<file path="config.mk">
export PLATFORM = sky130hd
export DESIGN_NAME = lab1_imul_operand_sorter_flat
export DESIGN_NICKNAME = d
export VERILOG_FILES = /design/src/rtl/lab1_imul_operand_sorter_if.sv /design/src/rtl/lab1_imul_operand_sorter.sv /design/src/flat_wrapper.sv
export SDC_FILE = /design/constraint.sdc
export NUM_CORES = 1
export LEC_CHECK = 0
export CELL_PAD_IN_SITES_DETAIL_PLACEMENT = 0
export CELL_PAD_IN_SITES_GLOBAL_PLACEMENT = 1
export CORE_MARGIN = 2
export CORE_UTILIZATION = 37
export DETAILED_ROUTE_END_ITERATION = 8
export GPL_TIMING_DRIVEN = 1
export PLACE_DENSITY = 0.87
export SYNTH_ARGS = -nofsm -noshare
export SYNTH_HDL_FRONTEND = slang
export SYNTH_SLANG_ARGS = --single-unit
</file>
<file path="constraint.sdc">
create_clock -name clk -period 4.25 [get_ports clk]
set_input_delay 0.85 -clock clk [delete_from_list [all_inputs] [get_ports clk]]
set_output_delay 0.85 -clock clk [all_outputs]
set_load 0.02 [all_outputs]
</file>
<file path="src/rtl/lab1_imul_operand_sorter_if.sv">
// Request/response stream bundle for the multiplier operand sorter.
// Valid/ready handshake on both streams: a transfer happens on a posedge where val && rdy are both high.
// The sender holds val and msg steady until that edge; rdy may be computed without looking at val.
interface lab1_imul_operand_sorter_if;
   logic        istream_val;
   logic        istream_rdy;
   logic [63:0] istream_msg;
   logic        ostream_val;
   logic        ostream_rdy;
   logic [63:0] ostream_msg;

   modport master (
      output istream_val, istream_msg, ostream_rdy,
      input  istream_rdy, ostream_val, ostream_msg
   );

   modport slave (
      input  istream_val, istream_msg, ostream_rdy,
      output istream_rdy, ostream_val, ostream_msg
   );
endinterface

</file>
<file path="src/rtl/lab1_imul_operand_sorter.sv">
// Orders {a,b} so the operand with the higher leading one comes first, then queues
// the ordered pair in a small circular FIFO in front of the variable-latency multiplier.
module lab1_imul_operand_sorter #(
   parameter int NENTRIES = 2,
   parameter bit SWAP_EN  = 1'b1
) (
   input  logic                         clk,
   input  logic                         reset,
   lab1_imul_operand_sorter_if.slave    s,
   output logic [$clog2(NENTRIES):0]    occupancy,
   output logic [15:0]                  swap_count
);

   localparam int PW = $clog2(NENTRIES);
   localparam int OW = PW + 1;

   logic [PW-1:0] wr_ptr;
   logic [PW-1:0] rd_ptr;
   logic [63:0]   mem [NENTRIES];

   logic [31:0] in_a;
   logic [31:0] in_b;
   logic        do_swap;
   logic [63:0] ordered;
   logic        enq;
   logic        deq;
   logic        full;
   logic        empty;

   function automatic logic signed [6:0] msb_idx(input logic [31:0] x);
      msb_idx = -7'sd1;
      for (int i = 0; i < 32; i++) begin
         if (x[i]) msb_idx = 7'(i);
      end
   endfunction

   function automatic logic [PW-1:0] bump(input logic [PW-1:0] p);
      bump = (p == PW'(NENTRIES - 1)) ? '0 : p + PW'(1);
   endfunction

   assign in_a    = s.istream_msg[63:32];
   assign in_b    = s.istream_msg[31:0];
   assign do_swap = SWAP_EN && (msb_idx(in_b) > msb_idx(in_a));
   assign ordered = do_swap ? {in_b, in_a} : s.istream_msg;

   assign full  = (occupancy == OW'(NENTRIES));
   assign empty = (occupancy == '0);

   // Ready is gated by reset so nothing is accepted while the block is held in reset.
   assign s.istream_rdy = reset && !full;
   assign s.ostream_val = !empty;
   assign s.ostream_msg = empty ? 64'h0 : mem[rd_ptr];

   assign enq = s.istream_val && s.istream_rdy;
   assign deq = s.ostream_val && s.ostream_rdy;

   always_ff @(posedge clk or negedge reset) begin
      if (!reset) begin
         wr_ptr     <= '0;
         rd_ptr     <= '0;
         occupancy  <= '0;
         swap_count <= '0;
      end else begin
         if (enq) wr_ptr <= bump(wr_ptr);
         if (deq) rd_ptr <= bump(rd_ptr);
         case ({enq, deq})
            2'b10:   occupancy <= occupancy + OW'(1);
            2'b01:   occupancy <= occupancy - OW'(1);
            default: occupancy <= occupancy;
         endcase
         if (enq && do_swap && (swap_count != 16'hFFFF)) swap_count <= swap_count + 16'd1;
      end
   end

   // Storage needs no reset: ostream_msg is masked to zero whenever occupancy is zero.
   always_ff @(posedge clk) begin
      if (enq) mem[wr_ptr] <= ordered;
   end

endmodule

</file>
<file path="src/flat_wrapper.sv">
// flat-port wrapper written by rule: the top's interface ports become plain ports
module lab1_imul_operand_sorter_flat 
#(
   parameter int NENTRIES = 2,
   parameter bit SWAP_EN  = 1'b1
)
  (clk, reset, occupancy, swap_count, s_istream_val, s_istream_msg, s_ostream_rdy, s_istream_rdy, s_ostream_val, s_ostream_msg);
  lab1_imul_operand_sorter_if s_i ();
  input  logic clk;
  input  logic reset;
  output logic [$clog2(NENTRIES):0] occupancy;
  output logic [15:0] swap_count;
  input wire logic [$bits(s_i.istream_val)-1:0] s_istream_val;
  input wire logic [$bits(s_i.istream_msg)-1:0] s_istream_msg;
  input wire logic [$bits(s_i.ostream_rdy)-1:0] s_ostream_rdy;
  output wire logic [$bits(s_i.istream_rdy)-1:0] s_istream_rdy;
  output wire logic [$bits(s_i.ostream_val)-1:0] s_ostream_val;
  output wire logic [$bits(s_i.ostream_msg)-1:0] s_ostream_msg;
  assign s_i.istream_val = s_istream_val;
  assign s_i.istream_msg = s_istream_msg;
  assign s_i.ostream_rdy = s_ostream_rdy;
  assign s_istream_rdy = s_i.istream_rdy;
  assign s_ostream_val = s_i.ostream_val;
  assign s_ostream_msg = s_i.ostream_msg;
  lab1_imul_operand_sorter #(.NENTRIES(NENTRIES), .SWAP_EN(SWAP_EN)) u_core (.clk(clk), .reset(reset), .s(s_i), .occupancy(occupancy), .swap_count(swap_count));
endmodule
</file>
### Yosys cells after proc, flatten, opt, wreduce, memory -nomap -nowiden

Memories as Yosys holds them, arrays and structs flattened.
Cells that the tools add are included.

* equality and inequality tests: 4
* reduce and logical (&&, ||, !) cells: 9
* add/subtract/negate cells: 5
* magnitude comparators: 1
* muxes and demuxes: 71

Operator list (number)
* 7-bit 2-to-1 mux: 64
* 64-bit 2-to-1 mux: 2
* 16-bit by 1-bit adder with 16-bit output (second input constant): 1
* 16-bit != test (second input constant): 1
* 7-bit greater-than comparator: 1
* 1-bit logical AND: 5
* 2-bit == test (second input constant): 2
* 1-bit 2-to-1 mux: 4
* 2-bit case mux with 2 select lines: 1
* 1-bit adder (second input constant): 2
* 2-bit by 1-bit adder with 2-bit output (second input constant): 1
* 2-bit by 1-bit == test with 1-bit output (second input constant): 1
* 1-bit zero test: 2
* 2-bit zero test: 1
* 2-bit nonzero test: 1
* 2-bit by 1-bit subtractor with 2-bit output (second input constant): 1

* RAM bits: 128
* output and inout bits: 84
* register bits after elaboration: 20
* memories: 1

Memory list
* u_core.mem: words 2, bits a word 64, read ports 1, clocked after Yosys merged registers in 0, write ports 1, line lab1_imul_operand_sorter.sv:19 `logic [63:0] mem [NENTRIES];`

### Longest topological paths before layout

* word-level depth: 35
* depth in mapped cells: 13
* gate-level depth less buffers: 11

### Least setup slack after synthesis

OpenSTA, ideal clock, no wires.

* path kind: input -> register
* from: input reset
* to: memory u_core.mem[0][0], enable pin
* setup time: 0.486 ns
* setup slack: -0.487 ns
* data arrival time: 4.251 ns
* path buffers: 1
* stages: 4
* data required time: 3.764 ns
* cell sequence: a21boi_2 > nand2_2 > buf_2 > nor2_1

* longest elaborated chain between the ends: 4

Ends and longest elaborated chain
* start: declaration: line flat_wrapper.sv:10 `input logic reset;`
* 1-bit logical AND: line lab1_imul_operand_sorter.sv:50 `assign s.istream_rdy = reset && !full;`
* 1-bit logical AND: line lab1_imul_operand_sorter.sv:54 `assign enq = s.istream_val && s.istream_rdy;`
* 1-bit 2-to-1 mux: line lab1_imul_operand_sorter.sv:77 `if (enq) mem[wr_ptr] <= ordered;`
* 1-bit 2-to-1 mux (not written as such): line lab1_imul_operand_sorter.sv:77
* end: declaration: line lab1_imul_operand_sorter.sv:19

No other way between the ends.

### Final worst setup path

* from: input s_istream_msg[32]
* to: register u_core.swap_count[14]

* longest elaborated chain between the ends: 35

Ends and longest elaborated chain
* start: declaration: line flat_wrapper.sv:14 `input wire logic [$bits(s_i.istream_msg)-1:0] s_istream_msg;`
* 7-bit 2-to-1 mux (32 in series): line lab1_imul_operand_sorter.sv:33 `if (x[i]) msb_idx = 7'(i);`
* 7-bit greater-than comparator: line lab1_imul_operand_sorter.sv:43 `assign do_swap = SWAP_EN && (msb_idx(in_b) > msb_idx(in_a));`
* 1-bit logical AND (2 in series): line lab1_imul_operand_sorter.sv:71 `if (enq && do_swap && (swap_count != 16'hFFFF)) swap_count <= swap_count + 16'd1;`
* end signal: assignment: line lab1_imul_operand_sorter.sv:71
* end: declaration: line lab1_imul_operand_sorter.sv:11 `output logic [15:0] swap_count`

No other way between the ends.
A chain may end at the register's enable or synchronous reset.

==> flow_metrics.tcl <==
set metrics [dict create \
    fp.dieH_um 146 \
    root_buffer "clkbuf_16" \
    synth-main-ff-cell "edfxtp_1" \
    dr.pass1.iters 5 \
    clockBufferDepth 2 \
    worst_setup_path_start_kind "input port" \
    p_int_mw 4.08 \
    crit_type "in2reg" \
    rsz0062_at_grt "no" \
    cts_setup_buffers 0 \
    syn_nets 684 \
    io_pins 152 \
    row_count 51 \
    clock_skew_ns 0.0100 \
    setup_viol 0 \
    io_buffers 151 \
    vias 5447 \
    wl_per_cell_um 17.6 \
    drt-initial-drc-count 356 \
    synthArstFlopShare 0.135 \
    synth-edff-count 128 \
    power_density_nw_per_um2 600 \
    drv_cap 0 \
    final_net_count 870 \
    cp_max_fo 20 \
    endpoint_kind "register" \
    cts_max_level 4 \
    p_clk_frac 0.261 \
    swShare 0.336 \
    syn_area_per_cell_um2 12.2 \
    synth_cell_types 51 \
    finalPower_mw 6.14 \
    crit_arrival_ns 4.25 \
    fill_cells 1738 \
    status "finished clean" \
    routed_wl_um 18900 \
    gp_congestion 0.819 \
    fin_cells 1072 \
    dieWidth_um 146 \
    insertedDiodeCount 0 \
    start_util 0.380 \
    place_inst 1040 \
    fin_area_um2 10200 \
    die_area_um2 21300 \
    ant_nets 0 \
    postSynthCellCount 608 \
    syn-cell-area_um2 7450 \
    grt_pass1_wl_um 29700 \
    route.detailed.drc 0 \
    fin_crit_ns 3.94 \
    cts_tree "yes" \
    critPathRequiredTime_ns 4.55 \
    ys_seq_elements 148 \
    layout-drive-gt1-share 0.171 \
    leakage_nw 3.87 \
    clock-sinks 148 \
    finalCritPeriodShare 0.928 \
    clkLatencyLatePin_ns 0.43 \
    seqPwrFrac 0.322 \
    antenna_found_initial 0 \
    timing.fmax_mhz 254 \
    hp-class "reg2reg" \
    gr-total-overflow 0 \
    drv_slew 0 \
    p_comb_frac 0.417 \
    areaGrowthSynthToFinish_pct 37.5 \
    dpl.hpwl_um 13500 \
    setup_tns_ns 0 \
    grtUsageTotal 0.180 \
    placed_cell_area_um2 9600 \
    fin_util 0.522 \
    core_area_um2 19600 \
    yosysSeqAreaShare 0.583 \
    maxSlewHeadroom 0.478 \
    clkTransAtPathRegs_ns 0.06 \
    p_sw_mw 2.06 \
    peakVddDrop_uv 305 \
    hold_viol 0 \
    tightest_slew_ns 0.775 \
    numCtsBuffers 17 \
    yosysWarnings 0 \
    vias_per_cell 5.08 \
    grt_max_degree 65 \
    grt_pass1_vias 5452 \
]
## sequential cells by signal, summed over array words and instances, names as in the netlist
register           count
u_core.wr_ptr          1
u_core.mem           128
u_core.swap_count     16
u_core.rd_ptr          1
u_core.occupancy       2
## critical path: stages
cell and delay (ns):
clkdlybuf4s50_1 0.50, nor2_1 0.19, nor3_1 0.07, o311ai_1 0.37, a41oi_1 0.23, o311a_1 0.41
ha_1 0.30, nand2b_1 0.06, a21oi_1 0.24, o221ai_4 0.20, buf_12 0.21, nor4_2 0.29
mux2_1 0.34
## final timing paths
check / startpoint / end / slack (ns) / depth (start not counted)
setup / recovery: s_istream_msg[32] / u_core.swap_count[14] / 0.31 / 13
hold / removal: u_core.swap_count[8] / u_core.swap_count[8] / 0.50 / 1
min in group asynchronous: reset / u_core.swap_count[4] / 0.80 / 2
max in group asynchronous: reset / u_core.rd_ptr / 3.22 / 2
setup reg to reg: u_core.swap_count[0] / u_core.swap_count[1] / 2.12 / 6
hold reg to reg: u_core.swap_count[8] / u_core.swap_count[8] / 0.50 / 1
## layout make-up
class	count	area, µm²	share of cell area
flip-flops and latches	148	4350	0.425
multi-input cells	417	2950	0.288
inverters	17	63.8	0.00623
clock inverters	8	148	0.0144
well taps	265	332	0.0324
clock buffers	24	492	0.0480
repair buffers	193	1900	0.186
## routing by layer
| layer | vias to the layer above | track usage | wire [µm] |
|---|---|---|---|
| li1 | 2643 | - | - |
| met5 | - | 0 | 0 |
| met4 | 0 | 0.0608 | 303 |
| met1 | 2631 | 0.241 | 8580 |
| met2 | 153 | 0.289 | 9080 |
| met3 | 20 | 0.0411 | 906 |
## synth_stat cells, types with 3 or more instances
library cell,instances,area share
and4_1,3,0.0035
a21oi_1,15,0.010
nor4_1,22,0.018
mux2i_1,64,0.086
nor2_1,99,0.050
clkbuf_1,5,0.0025
a221oi_1,3,0.0035
xor2_1,15,0.018
edfxtp_1,128,0.52
dfrtp_1,20,0.067
nand2b_1,5,0.0042
nand3_1,13,0.0087
nand4_1,3,0.0025
nor3_1,15,0.010
inv_1,16,0.0081
or4_1,4,0.0040
buf_2,13,0.0087
buf_1,7,0.0035
mux2_2,51,0.077
ha_1,8,0.013
xnor2_1,4,0.0047
o21ai_0,26,0.017
nand2_1,29,0.015
## through the flow
| stage | worst slack [ns] | hold WS (ns) |
|---|---|---|
| 6_report | 0.306 | 0.496 |
| 5_1_grt | 0.0617 | 0.517 |
| 4_1_cts | 0.154 | 0.499 |
| 3_5_place_dp | -0.293 | 0.491 |
| 3_3_place_gp | -0.241 | 0.481 |
| 2_1_floorplan | 0.593 | 0.479 |
## power by group through the flow
stage | clock [mW] | sequential [mW] | combinational [mW]
2_1_floorplan | 0 | 2.00 | 1.40
3_3_place_gp | 0 | 2.00 | 2.56
3_5_place_dp | 0 | 2.01 | 2.58
4_1_cts | 1.63 | 1.98 | 2.59
5_1_grt | 1.70 | 2.00 | 2.73
6_report | 1.60 | 1.98 | 2.56
## cell usage in the layout (no fill, tap or decap), types with 3 or more instances in the layout
cell	count
inv_1	16
nand2_1	29
clkbuf_8	4
buf_4	36
a21oi_1	15
clkbuf_16	17
mux2_2	51
xnor2_1	4
xor2_1	15
nand4_1	3
and4_1	3
mux2i_1	64
buf_12	6
edfxtp_1	128
nand3_1	13
nor2_1	97
o21ai_0	26
clkdlybuf4s50_1	151
bufinv_16	4
or4_1	4
ha_1	8
nor3_1	15
nor4_1	22
nand2b_1	5
a221oi_1	3
dfrtp_1	19
clkbuf_1	3
## cell families (layout without fill, tap and decap cells)
kind of cell / count (synthesis) / in the layout / synth area share
AO/OA/AOI/OAI: 62 / 62 / 0.0509
XOR/XNOR: 19 / 19 / 0.0223
adder cells (fa/ha/maj): 8 / 8 / 0.0134
buffers and inverters: 43 / 242 / 0.0249
flip-flops: 148 / 148 / 0.583
multiplexers: 117 / 117 / 0.167
AND/OR/NAND/NOR: 211 / 211 / 0.138
## timing repair
item	4_1_cts	5_1_grt
gates resized for setup	0	1
hold buffers	0	0
endpoints found under the setup margin	0	1
No activity file was read; power rests on OpenSTA's default activity.
